<file path="src/rtl/board_io_ctrl.sv">
`timescale 1ns/1ps
// Board user-I/O controller: syncs and debounces DIP switches, drives LEDs from a selectable source.
// Latency: switch to sw_deb is DB_CYCLES+2 cycles, a config write reaches led 2 cycles later; no backpressure.
module board_io_ctrl #(
  parameter int NSW            = 8,
  parameter int NLED           = 16,
  parameter int DB_CYCLES      = 1000,
  parameter int HB_DIV         = 50000000,
  parameter bit LED_ACTIVE_LOW = 1'b0
) (
  input  logic            sys0_clk,
  input  logic            sys0_rstn,
  input  logic [NSW-1:0]  usr_sw_i,
  input  logic [NLED-1:0] status_i,
  input  logic            cfg_wr_en,
  input  logic            cfg_addr,
  input  logic [31:0]     cfg_wdata,
  output logic [31:0]     cfg_rdata,
  output logic [NSW-1:0]  sw_deb,
  output logic            sw_chg,
  output logic [NLED-1:0] led
);

  localparam int CW  = $clog2(DB_CYCLES);
  localparam int HBW = $clog2(HB_DIV);
  localparam int NSL = (NSW < NLED) ? NSW : NLED;
  localparam logic [CW-1:0]   DB_LAST = CW'(DB_CYCLES - 1);
  localparam logic [HBW-1:0]  HB_LAST = HBW'(HB_DIV - 1);
  localparam logic [NLED-1:0] LED_POL = {NLED{LED_ACTIVE_LOW}};

  logic [NSW-1:0]         sw_meta_q, sw_meta_d;
  logic [NSW-1:0]         sw_sync_q, sw_sync_d;
  logic [NSW-1:0]         sw_deb_q, sw_deb_d;
  logic [NSW-1:0][CW-1:0] db_cnt_q, db_cnt_d;
  logic                   sw_chg_q, sw_chg_d;
  logic [HBW-1:0]         hb_cnt_q, hb_cnt_d;
  logic                   hb_q, hb_d;
  logic [NLED-1:0]        tick_cnt_q, tick_cnt_d;
  logic [1:0]             mode_q, mode_d;
  logic [NLED-1:0]        user_reg_q, user_reg_d;
  logic [31:0]            cfg_rdata_q, cfg_rdata_d;
  logic [NLED-1:0]        led_q, led_d;

  logic [15:0]     sw_ext16;
  logic [31:0]     user_ext32;
  logic [NLED-1:0] sw_led;
  logic [NLED-1:0] status_hb;
  logic [NLED-1:0] led_src;
  logic            unused_bits;

  assign unused_bits = ^{cfg_wdata, status_i[0]};

  // Each bit restarts its count whenever the synced level agrees with the accepted one.
  always_comb begin
    sw_meta_d = usr_sw_i;
    sw_sync_d = sw_meta_q;
    sw_deb_d  = sw_deb_q;
    db_cnt_d  = '0;
    for (int i = 0; i < NSW; i++) begin
      if (sw_sync_q[i] != sw_deb_q[i]) begin
        if (db_cnt_q[i] == DB_LAST) begin
          sw_deb_d[i] = sw_sync_q[i];
        end else begin
          db_cnt_d[i] = db_cnt_q[i] + 1'b1;
        end
      end
    end
    sw_chg_d = |(sw_deb_d ^ sw_deb_q);
  end

  always_comb begin
    hb_cnt_d   = hb_cnt_q + 1'b1;
    hb_d       = hb_q;
    tick_cnt_d = tick_cnt_q;
    if (hb_cnt_q == HB_LAST) begin
      hb_cnt_d   = '0;
      hb_d       = ~hb_q;
      tick_cnt_d = tick_cnt_q + 1'b1;
    end
  end

  always_comb begin
    mode_d     = mode_q;
    user_reg_d = user_reg_q;
    if (cfg_wr_en) begin
      if (cfg_addr) begin
        user_reg_d = cfg_wdata[NLED-1:0];
      end else begin
        mode_d = cfg_wdata[1:0];
      end
    end
    sw_ext16               = '0;
    sw_ext16[NSW-1:0]      = sw_deb_q;
    user_ext32             = '0;
    user_ext32[NLED-1:0]   = user_reg_q;
    cfg_rdata_d = cfg_addr ? user_ext32 : {sw_ext16, 14'b0, mode_q};
  end

  always_comb begin
    sw_led            = '0;
    sw_led[NSL-1:0]   = sw_deb_q[NSL-1:0];
    status_hb         = status_i;
    status_hb[0]      = hb_q;
    case (mode_q)
      2'd0:    led_src = user_reg_q;
      2'd1:    led_src = sw_led;
      2'd2:    led_src = status_hb;
      default: led_src = tick_cnt_q;
    endcase
    led_d = led_src ^ LED_POL;
  end

  always_ff @(posedge sys0_clk or negedge sys0_rstn) begin
    if (!sys0_rstn) begin
      sw_meta_q   <= '0;
      sw_sync_q   <= '0;
      sw_deb_q    <= '0;
      db_cnt_q    <= '0;
      sw_chg_q    <= 1'b0;
      hb_cnt_q    <= '0;
      hb_q        <= 1'b0;
      tick_cnt_q  <= '0;
      mode_q      <= 2'd0;
      user_reg_q  <= '0;
      cfg_rdata_q <= '0;
      led_q       <= LED_POL;
    end else begin
      sw_meta_q   <= sw_meta_d;
      sw_sync_q   <= sw_sync_d;
      sw_deb_q    <= sw_deb_d;
      db_cnt_q    <= db_cnt_d;
      sw_chg_q    <= sw_chg_d;
      hb_cnt_q    <= hb_cnt_d;
      hb_q        <= hb_d;
      tick_cnt_q  <= tick_cnt_d;
      mode_q      <= mode_d;
      user_reg_q  <= user_reg_d;
      cfg_rdata_q <= cfg_rdata_d;
      led_q       <= led_d;
    end
  end

  assign sw_deb    = sw_deb_q;
  assign sw_chg    = sw_chg_q;
  assign cfg_rdata = cfg_rdata_q;
  assign led       = led_q;

endmodule

</file>
<file path="config.mk">
export PLATFORM = sky130hd
export DESIGN_NAME = board_io_ctrl
export DESIGN_NICKNAME = d
export VERILOG_FILES = /design/src/rtl/board_io_ctrl.sv
export SDC_FILE = /design/constraint.sdc
export NUM_CORES = 1
export LEC_CHECK = 0
export CORE_MARGIN = 8
export CORE_UTILIZATION = 50
export CTS_CLUSTER_DIAMETER = 100
export DETAILED_ROUTE_END_ITERATION = 7
export PLACE_DENSITY = 0.8
export SLEW_MARGIN = 40
export SYNTH_ARGS = -nofsm -noshare
export SYNTH_HDL_FRONTEND = slang
export SYNTH_SLANG_ARGS = --single-unit
</file>
<file path="constraint.sdc">
create_clock -name sys0_clk -period 1.8 [get_ports sys0_clk]
set_input_delay 0.18 -clock sys0_clk [delete_from_list [all_inputs] [get_ports sys0_clk]]
set_output_delay 0.18 -clock sys0_clk [all_outputs]
set_load 0.03 [all_outputs]
</file>
== After elaboration in Yosys (flattened, before gate mapping) ==
Cells that the tools add are included.

* Register bits: 206
* Bits in latches: 0
* Bits in writable memories: 0
* ROM bits: 0
* Input bits: 60
* Word-level logic and storage cells: 90
* Memories kept: 0

* Add/sub/neg operators: 10
* Multiply operators: 0
* Divide/modulo/power cells: 0
* $lt $le $gt $ge: 0
* Equality and inequality tests: 19
* Shift-type cells: 0
* Muxes and demuxes: 35
* Bitwise operators: 3
* Reduce and logical (&&, ||, !) cells: 4

{| class="wikitable"
|+ Operator list
! operator !! number
|-
| $mux W10 || 16
|-
| $add A10 B1 Y10 const B || 8
|-
| $eq A10 B10 Y1 const B || 8
|-
| $pmux W16 S3 || 1
|-
| $add A26 B1 Y26 const B || 1
|-
| $eq A26 B26 Y1 const B || 1
|-
| $mux W26 || 1
|-
| $mux W24 || 1
|-
| $add A16 B1 Y16 const B || 1
|-
| $mux W1 || 16
|-
| $ne A1 B1 Y1 || 8
|-
| $reduce_or A8 Y1 || 1
|-
| $xor A8 B8 Y8 || 1
|-
| $reduce_and A2 Y1 || 2
|-
| $eq A2 B1 Y1 const B || 1
|-
| $eq A2 B2 Y1 const B || 1
|-
| $logic_not A2 Y1 || 1
|-
| $not A1 Y1 || 2
|}

== Longest topological paths before layout ==
Gate-level depths: netlist (run 1).

* Depth after elaboration: 5
* Depth in mapped cells: 6
* Mapped depth without buffers: 5

== Worst setup path after synthesis (run 1) ==
OpenSTA, ideal clock, no wires.

* Path type: register -> register
* Start point: reg hb_cnt_q[8]
* End point: reg hb_cnt_q[25]
* Data arrival time: 1682 ps
* Required time: 1723 ps
* Slack: 41 ps
* Stages on the path, launching flop included: 5
* Buffers on the path: 0
* Period minus slack after synthesis: 1759 ps
* Cells stage by stage: dfrtp_1 -> nand4_2 -> or4_4 -> or4_1 -> a21oi_1

* Cells in the longest elaborated chain, start to end: 2
* Elaborated cells on any way between the ends: 3
* Those cells by class: 1 x add/sub; 1 x eq/ne; 1 x mux

{| class="wikitable"
|+ Ends and longest elaborated chain
! item !! line !! text
|-
| from (decl) || 36 || <nowiki>logic [HBW-1:0] hb_cnt_q, hb_cnt_d;</nowiki>
|-
| from (signal assigned) || 133 || <nowiki>hb_cnt_q <= hb_cnt_d;</nowiki>
|-
| $add A26 B1 Y26 or $eq A26 B26 Y1 (tied branches) || 72, 75 ||
|-
| $mux W26 * || 75 || <nowiki>if (hb_cnt_q == HB_LAST) begin</nowiki>
|-
| named net hb_cnt_d[25] || 36 ||
|}

Mark *: on every way through the listed nets, which the timed path passes. The rest lies on a longest branch.
A chain may end at the register's enable or synchronous reset.

== Final worst setup path (run 1) ==
* Start point: reg hb_cnt_q[11]
* End point: reg hb_cnt_q[25]

The elaborated chain is that of the path after synthesis.

==> flow_summary.toml, run 1 <==
[status]
status = "finished with violations"
violations = "setup timing"

[power_and_ir_drop]
ir_worst_vdd_uv = 733
leakage_nw = 5.05
power_density_mw_per_mm2 = 973

[route]
drcViolationCount = 0
drt_wl_total_um = 18900
drtPass1Iterations = 4
drt_iter0_drc = 315
ant_nets = 0
vias = 6039
avgViaCountPerCell = 5.27
wire_per_inst_um = 16.5

[timing]
setup_ws_ps = -6.90
slew_headroom_pct = 56.5
tightest_slew_ps = 651
max_freq_mhz = 553
grt_setup_unrepaired = "yes"
skew_ps = 9.09
min_period_ps = 1810
finalMaxSlewViolations = 0
period_share_pct = 100
hold_viol = 0
finalSetupViolCount = 1

[grt]
grt.met1_usage_pct = 21.8
antenna_found_initial = 1
grt_pass1_wl_um = 31300
met3_usage_pct = 3.91
grt_max_degree = 58
use_met2_pct = 29.2
gr-total-overflow = 0
grt_usage_pct = 17.2
top_usage_layer = "met2"
grt_pass1_vias = 6349

[critical_path]
critPathTopFamily = "simple AND/OR/NAND/NOR gates"
cp-start-kind = "register"
cp.depth = 4
reg2reg_depth = 4
end_kind = "register"
rr_startpoint = "hb_cnt_q[11]"
critical_path_required_ps = 2230
slowest_delay_ps = 580
worstSetupPathType = "reg -> reg"
slowest_stage = "or4_4"
crit_start = "hb_cnt_q[11]"
rrSetupSlack_ps = -7
crit_chain = "nand3_2, or4_4, or4_4, a21oi_2"
critical_path.endpoint = "hb_cnt_q[25]"
crit-reg2reg-capture = "hb_cnt_q[25]"
crit_fanout = 8
critPathBufInv = 0
crit_arrival_ps = 2230
crit_top_cell = "or4_4"

[clock_tree]
clock_latency_ps = 500
cts_buffer_depth = 3
clk_pin_slew_ps = 60
h-tree-depth = 1
clock_sinks = 206
root_buffer = "clkbuf_16"
cts_tree = "yes"
numCtsBuffers = 23

[placement]
dp_hpwl_um = 13300
gp_congestion = 0.813
port_buffers = 91
dpl.cell_count = 1101

[die]
dieArea_mm2 = 0.0222
core-area_mm2 = 0.0173
pin_count = 117
num_rows = 48
die_y_um = 149
initial_utilization_pct = 51.1
die_w_um = 149

[logic_synthesis]
netlist_area_mm2 = 0.00884
synth_top_area_share_pct = 58.3
synth_seq_area_share_pct = 58.3
synthFlopType = "dfrtp_1"
syn_area_per_cell_um2 = 11.6
synthCells = 760
ys_ff_latch = 206
yosys_warnings = 0
synth.area.top_cells = "dfrtp_1 (58%), xnor2_1 (6.0%), mux2_2 (4.7%)"
synth-edff-count = 0
yosysUniqueCellTypes = 41
async_reset_ff_share_pct = 100
yosysTopAreaCell = "dfrtp_1"

[cells_and_area]
mostFrequentLayoutCells = "dfrtp_1 (206), nor2_1 (101), clkdlybuf4s50_1 (82)"
fill_cells = 1271
final_layout_size_suffix_gt1_share_pct = 18.0
final_common_cell = "dfrtp_1"
post-route-util_pct = 65.3
syn_to_final_growth_pct = 27.8
layout.nets = 974
antennaDiodeCount = 0
final_cells = 1146

[worst_hold_path]
min_from = "usr_sw_i[5]"
hold_class = "in -> reg"

[run]
max_cap_violations = 0
==> how the worst min path moves through the flow <==
stage / cells after the start / endpoint / slack, ps
after global placement: 1 / db_cnt_q[38] / 190
after global routing: 1 / sw_meta_q[4] / 120
after floorplan: 0 / cfg_rdata[0] / -120
after CTS: 1 / sw_meta_q[6] / 100
after detailed placement: 1 / db_cnt_q[35] / 190
final: 1 / sw_meta_q[5] / 130
==> repair_timing <==
| item | 4_1_cts | 5_1_grt |
|---|---|---|
| endpoints found under the setup margin | 15 | 29 |
| endpoints found under the hold margin | 51 | 0 |
| pin swaps | 1 | 4 |
| hold buffers | 1 | 0 |
| buffers inserted | 1 | 1 |
| resized for setup | 12 | 24 |
==> sequential cells by signal (all words and copies together) (netlist names), 16 cells and up <==
register    count
user_reg_q     16
tick_cnt_q     16
cfg_rdata      24
hb_cnt_q       26
led            16
db_cnt_q       80
==> cells in the mapped netlist, types with 2 or more instances <==
cell type,number
nor4_1,7
mux4_2,8
o31ai_1,3
o21ai_0,6
nand4_2,2
buf_4,8
mux2_2,37
and2_1,23
nand3_1,25
nand4_1,24
nor2_1,101
clkbuf_1,21
and3_1,12
inv_1,11
dfrtp_1,206
nor3_1,31
nand2b_1,9
or3_1,9
nand4b_1,7
a22o_1,8
ha_1,10
nor4b_1,2
nand2_1,44
xor2_1,42
a21oi_1,7
or4_1,9
xnor2_1,61
and4_1,5
nor2b_1,10
==> where the power goes <==
| part | switching [mW] | internal [mW] |
|---|---|---|
| clock | 1.82 | 3.08 |
| combinational | 0.583 | 0.517 |
| sequential | 0.136 | 4.85 |
==> cell type report <==
| cell class | instances | area, um^2 | share of cell area (%) |
|---|---|---|---|
| multi-input combinational | 519 | 3630 | 32.2 |
| sequential | 206 | 5150 | 45.7 |
| tap | 225 | 282 | 2.49 |
| inverter | 11 | 41.3 | 0.366 |
| timing repair buffer | 143 | 1370 | 12.1 |
| clock inverter | 9 | 131 | 1.16 |
| clock buffer | 33 | 683 | 6.05 |
==> per-layer routing <==
layer | share of wire (%) | wire length (um) | up-vias
li1 | - | - | 2886
met1 | 43 | 8120 | 3005
met2 | 50 | 9520 | 121
met3 | 5.3 | 997 | 25
met4 | 1.4 | 271 | 2
met5 | 0.069 | 13 | -
==> cell families after synthesis <==
kind of cell             Yosys count  synth area share (%)
adder cells (fa/ha/maj)           10                  1.42
AND/OR/NAND/NOR                  325                  18.9
other                              1                0.0424
flip-flops                       206                  58.3
AO/OA/AOI/OAI                     27                  2.05
multiplexers                      46                  6.87
XOR/XNOR                         103                  10.2
buffers and inverters             42                  2.22
==> stage by stage <==
step | total power [mW] | worst slack [ps] | hold WS [ps] | setup TNS [ps] | cell area (um^2)
after global placement | 6.15 | 6.14 | 191 | 0 | 10300
after global routing | 11.4 | -70.4 | 116 | -342 | 11300
after detailed placement | 6.18 | -32.7 | 194 | -102 | 10300
after CTS | 11.1 | 7.81 | 102 | 0 | 11200
final | 11.0 | -6.90 | 126 | -6.90 | 11300
after floorplan | 5.62 | 40.6 | -116 | 0 | 8860
Note: power is estimated with default switching activity, not from simulation.
==> inputs of run 2 (changes only) <==
==> constraint.sdc (replaced) <==
create_clock -name sys0_clk -period 1.8 [get_ports sys0_clk]
set_input_delay 0.18 -clock sys0_clk [delete_from_list [all_inputs] [get_ports sys0_clk]]
set_output_delay 0.18 -clock sys0_clk [all_outputs]
set_load 0.02 [all_outputs]
==> run 2 against run 1 <==
  * The flow still finishes with violations (setup timing)
  * Sequential share of layout area fell by 0.055 points
  * Via count did not move
  * Design area rose by 0.12%
  * Core utilization rose by 0.080 points
  * Clock power barely moved
  * Clock skew barely moved
  * Non-clock buffer count did not move
  * Maximum frequency barely moved
  * Routed wire length barely moved
  * Critical path depth did not move
  * Die area did not move
  * Total power fell by 0.77%
  * Critical endpoint unchanged
  * Largest cell class unchanged
  * Largest power group unchanged
==> flow_summary.toml, run 2 (same netlist as run 1, synthesis figures left out) <==
[status]
status = "finished with violations"
violations = "setup timing"

[run]
max_cap_violations = 0

[grt]
gr-total-overflow = 0
grt_pass1_vias = 6350
grt_max_degree = 58
grt_usage_pct = 17.2
grt_pass1_wl_um = 31300
antenna_found_initial = 1

[critical_path]
worstSetupPathType = "reg -> reg"
slowest_delay_ps = 580
critPathBufInv = 0
critPathTopFamily = "simple AND/OR/NAND/NOR gates"
end_kind = "register"
critical_path_required_ps = 2220
crit_fanout = 8
slowest_stage = "or4_4"
crit_arrival_ps = 2230
crit_chain = "nand3_2, or4_4, or4_4, a21oi_2"
crit_top_cell = "or4_4"
cp-start-kind = "register"

[die]
pin_count = 117
dieArea_mm2 = 0.0222
num_rows = 48
die_y_um = 149
initial_utilization_pct = 51.1
core-area_mm2 = 0.0173
die_w_um = 149

[power_and_ir_drop]
power.total_mw = 10.9
leakage_nw = 5.08
power_density_mw_per_mm2 = 964
ir_worst_vdd_uv = 733

[cells_and_area]
antennaDiodeCount = 0
layout.nets = 974
post-route-util_pct = 65.4
largest_reg_flops = 80
final_common_cell = "dfrtp_1"
top_register = "db_cnt_q"
syn_to_final_growth_pct = 27.9
final_layout_size_suffix_gt1_share_pct = 18.0
mostFrequentLayoutCells = "dfrtp_1 (206), nor2_1 (101), clkdlybuf4s50_1 (84)"

[route]
wire_per_inst_um = 16.5
drcViolationCount = 0
drtPass1Iterations = 4
ant_nets = 0
drt_wl_total_um = 18900
avgViaCountPerCell = 5.27
drt_iter0_drc = 324
vias = 6039

[timing]
slew_headroom_pct = 56.5
skew_ps = 9.14
grt_setup_unrepaired = "yes"
min_period_ps = 1810
period_share_pct = 100
hold_viol = 0
finalMaxSlewViolations = 0
max_freq_mhz = 554
tightest_slew_ps = 650
holdWs_ps = 126
setup_ws_ps = -6.55
finalSetupViolCount = 1

[clock_tree]
clock_latency_ps = 500
clock_sinks = 206
cts_tree = "yes"
clk_pin_slew_ps = 60
root_buffer = "clkbuf_16"
cts_buffer_depth = 3
h-tree-depth = 1
numCtsBuffers = 23

[placement]
gp_congestion = 0.813
dp_hpwl_um = 13300
port_buffers = 91

[worst_hold_path]
hold_class = "in -> reg"
run 2: routing by layer:
| metal | wire [um] | vias up | part of all wire (%) | global-route usage, % |
|---|---|---|---|---|
| met4 | 291 | 2 | 1.5 | 4.39 |
| met2 | 9480 | 125 | 50 | 29.2 |
| met5 | 13 | - | 0.069 | 0 |
| met3 | 1090 | 27 | 5.8 | 3.91 |
| li1 | - | 2884 | - | - |
| met1 | 8060 | 3001 | 43 | 21.8 |
run 2: stage by stage:
stage	area, um^2	instances	setup WS [ps]	TNS, ps
floorplan	8860	767	40.6	0
global placement	10300	1101	6.14	0
detailed placement	10300	1101	-32.7	-102
CTS	11200	1145	0.300	0
global route	11300	1146	-70.4	-342
finish	11300	1146	-6.55	-6.55
run 2: what timing repair did:
action / CTS / global route
endpoints found under the hold margin: 51 / 0
hold buffers: 1 / 0
pin swaps: 1 / 4
gates cloned: 0 / 0
resized for setup: 7 / 27
buffers inserted: 1 / 1
endpoints found under the setup margin: 10 / 32
run 2: area by class of cell:
cell class | instances | area, um^2
sequential | 206 | 5150
tap | 225 | 282
timing repair buffer | 143 | 1380
fill | 1267 | 5990
multi-input combinational | 519 | 3630
clock inverter | 9 | 131
inverter | 11 | 41.3
clock buffer | 33 | 683
run 2: worst register-to-register path, cell delays in order (launching register included):
cell and delay, ps:
dfrtp_1 420, nand3_2 100, or4_4 580, or4_4 510, a21oi_2 120
run 2: path summary, 6_finish.rpt:
kind / startpoint / end / slack (ps) / depth (start not counted)
setup reg to reg: hb_cnt_q[11] / hb_cnt_q[25] / -7 / 4
min in group asynchronous: sys0_rstn / db_cnt_q[35] / 220 / 2
max in group asynchronous: sys0_rstn / db_cnt_q[72] / 930 / 3
hold reg to reg: sw_meta_q[5] / sw_sync_q[5] / 340 / 0
hold / removal: usr_sw_i[5] / sw_meta_q[5] / 130 / 1
setup / recovery: hb_cnt_q[11] / hb_cnt_q[25] / -7 / 4
run 2: report_power, final:
group	leakage [nW]	switching [mW]	internal, mW
registers	2.73	0.136	4.85
logic	1.95	0.500	0.517
clock network	0.405	1.82	3.08
==> inputs of run 3 (changes only) <==
Settings changed: ABC_AREA from default to 1.
==> run 3 against run 2 <==
  * The run now ends clean
  * Critical endpoint is now sw_deb[6]
  * Sequential share of layout area decreased by 1.2 points
  * Synthesized area increased by 7.6%
  * Highest routed layer is now met4
  * Sequential cell count unchanged
==> flow_summary.toml, run 3 <==
[status]
status = "finished clean"

[logic_synthesis]
async_reset_ff_share_pct = 100
synth_seq_area_share_pct = 54.2
netlist_area_mm2 = 0.00951
yosys_warnings = 0
ys_ff_latch = 206
synth-edff-count = 0
synthTopCellsByCount = "nand2_1 (341), dfrtp_1 (206), nor2_1 (193)"
syn_area_per_cell_um2 = 8.27
synth_top_area_share_pct = 54.2
yosysMostFrequentCell = "nand2_1"
yosysTopAreaCell = "dfrtp_1"
synth.area.top_cells = "dfrtp_1 (54%), nand2_1 (13%), nor2_1 (7.6%)"
synthFlopType = "dfrtp_1"
yosysUniqueCellTypes = 31
synthCells = 1150

[clock_tree]
clock_sinks = 206
h-tree-depth = 1
post-cts-setup-buffers = 0
cts_buffer_depth = 3
clk_pin_slew_ps = 60
numCtsBuffers = 23
cts_tree = "yes"
root_buffer = "clkbuf_16"
clock_latency_ps = 500

[cells_and_area]
final_layout_size_suffix_gt1_share_pct = 6.27
final_common_cell = "nand2_1"
mostFrequentLayoutCells = "nand2_1 (341), dfrtp_1 (206), nor2_1 (193)"
stdcell_area_mm2 = 0.0116
final_cells = 1525
antennaDiodeCount = 0
largest_reg_flops = 80
post-route-util_pct = 62.1
top_register = "db_cnt_q"
layout.nets = 1347
syn_to_final_growth_pct = 22.2

[die]
num_rows = 50
core-area_mm2 = 0.0187
die_y_um = 154
dieArea_mm2 = 0.0237
initial_utilization_pct = 50.8
die_w_um = 154
pin_count = 117

[critical_path]
slowest_stage = "clkdlybuf4s50_1"
worstSetupPathType = "reg -> out"
crit_arrival_ps = 1550
crit_fanout = 4
crit_chain = "clkdlybuf4s50_1"
rr_startpoint = "hb_cnt_q[0]"
end_kind = "output pin"
rrSetupSlack_ps = 160
critPathBufInv = 1
reg2reg_depth = 10
cp-start-kind = "register"
crit-reg2reg-capture = "tick_cnt_q[15]"
critPathTopFamily = "buffers and inverters"
slowest_delay_ps = 650
critical_path_required_ps = 1620

[grt]
gr-total-overflow = 0
grt_pass1_wl_um = 34600
grt_pass1_vias = 7288
grt_usage_pct = 17.6
grt_max_degree = 59
antenna_found_initial = 0

[worst_hold_path]
whs_endpoint = "sw_meta_q[5]"
holdPathStages = 1
min_from = "usr_sw_i[5]"
hold_class = "in -> reg"

[timing]
slew_headroom_pct = 60.1
tightest_slew_ps = 594
grt_setup_unrepaired = "no"
setup_ws_ps = 70.1
hold_viol = 0
min_period_ps = 1730
skew_ps = 7.77
max_freq_mhz = 578
holdWs_ps = 115
finalMaxSlewViolations = 0
finalSetupViolCount = 0
setup_tns_ps = 0
period_share_pct = 96.1

[power_and_ir_drop]
leakage_nw = 5.51
ir_worst_vdd_uv = 458
power_density_mw_per_mm2 = 906
power.total_mw = 10.5

[placement]
gp_congestion = 0.918
pre_cts_ws_ps = 167
dpl.cell_count = 1485
dp_hpwl_um = 15100
port_buffers = 91
place_area_mm2 = 0.0109

[route]
vias = 7722
avgViaCountPerCell = 5.06
drt_wl_total_um = 21200
drcViolationCount = 0
drt_iter0_drc = 449
wire_per_inst_um = 13.9
ant_nets = 0
drtPass1Iterations = 5

[run]
max_cap_violations = 0
-- run 3: changes by cell type after synthesis, moves of 24 or more --
cell	delta
nand2_1	+297
inv_1	+125
nor2_1	+92
xnor2_1	-53
nand3_1	+25
o21ai_0	+24
-- run 3: logic make-up (layout without fill, tap and decap cells) --
logic type | count (synthesis) | count (layout) | share of synthesized area, %
other cells | 1 | 8 | 0.0394
compound gates | 65 | 65 | 3.86
mux | 14 | 14 | 1.66
xor+xnor | 40 | 40 | 3.69
buf+inv | 157 | 291 | 6.75
fa+ha+maj | 10 | 10 | 1.32
simple gates | 657 | 657 | 28.5
flops | 206 | 206 | 54.2
-- run 3: worst register-to-register path, stage by stage, from the launching register on --
cell,delay [ps]
dfrtp_1,400
ha_1,260
nand2_2,90
nor2_4,140
inv_2,70
nor2_4,120
nand2_2,70
nor2_4,150
buf_12,170
nand2_1,70
nand2_1,60
-- run 3: final cells by class --
cell class                 instances  area (um^2)
clock buffer                      34          697
clock inverter                     5         56.3
fill                            1525         7090
inverter                         138          518
multi-input combinational        794         3740
sequential                       206         5150
tap                              234          293
timing repair buffer             114         1160
-- run 3: how the worst max path moves through the flow --
| stage | start | endpoint | slack, ps | cells after the start |
|---|---|---|---|---|
| 2_1_floorplan | hb_cnt_q[0] | tick_cnt_q[5] | 240 | 9 |
| 3_3_place_gp | hb_cnt_q[0] | hb_cnt_q[15] | 200 | 9 |
| 3_5_place_dp | hb_cnt_q[0] | tick_cnt_q[15] | 170 | 10 |
| 4_1_cts | sw_deb[4] | sw_deb[4] | 40 | 1 |
| 5_1_grt | sw_deb[0] | sw_deb[0] | 20 | 1 |
| 6_report | sw_deb[6] | sw_deb[6] | 70 | 1 |
-- run 3: repair_timing --
action                                 4_1_cts  5_1_grt
endpoints found under the hold margin       49        0
gates resized for setup                      0        0
hold buffers                                 1        0
-- run 3: report_power, final --
| group | internal [mW] | switching [mW] | total, mW | leakage (nW) |
|---|---|---|---|---|
| registers | 4.85 | 0.118 | 4.97 | 2.73 |
| logic | 0.426 | 0.556 | 0.981 | 2.41 |
| clock network | 2.80 | 1.78 | 4.58 | 0.371 |
| total | 8.08 | 2.45 | 10.5 | 5.51 |
-- run 3: routing by layer --
layer | global-route usage [%] | vias up | share of wire, %
li1 | - | 3851 | -
met5 | 0 | - | 0
met3 | 2.61 | 48 | 4.4
met4 | 7.05 | 0 | 3.2
met2 | 31.2 | 189 | 50
met1 | 21.3 | 3634 | 43
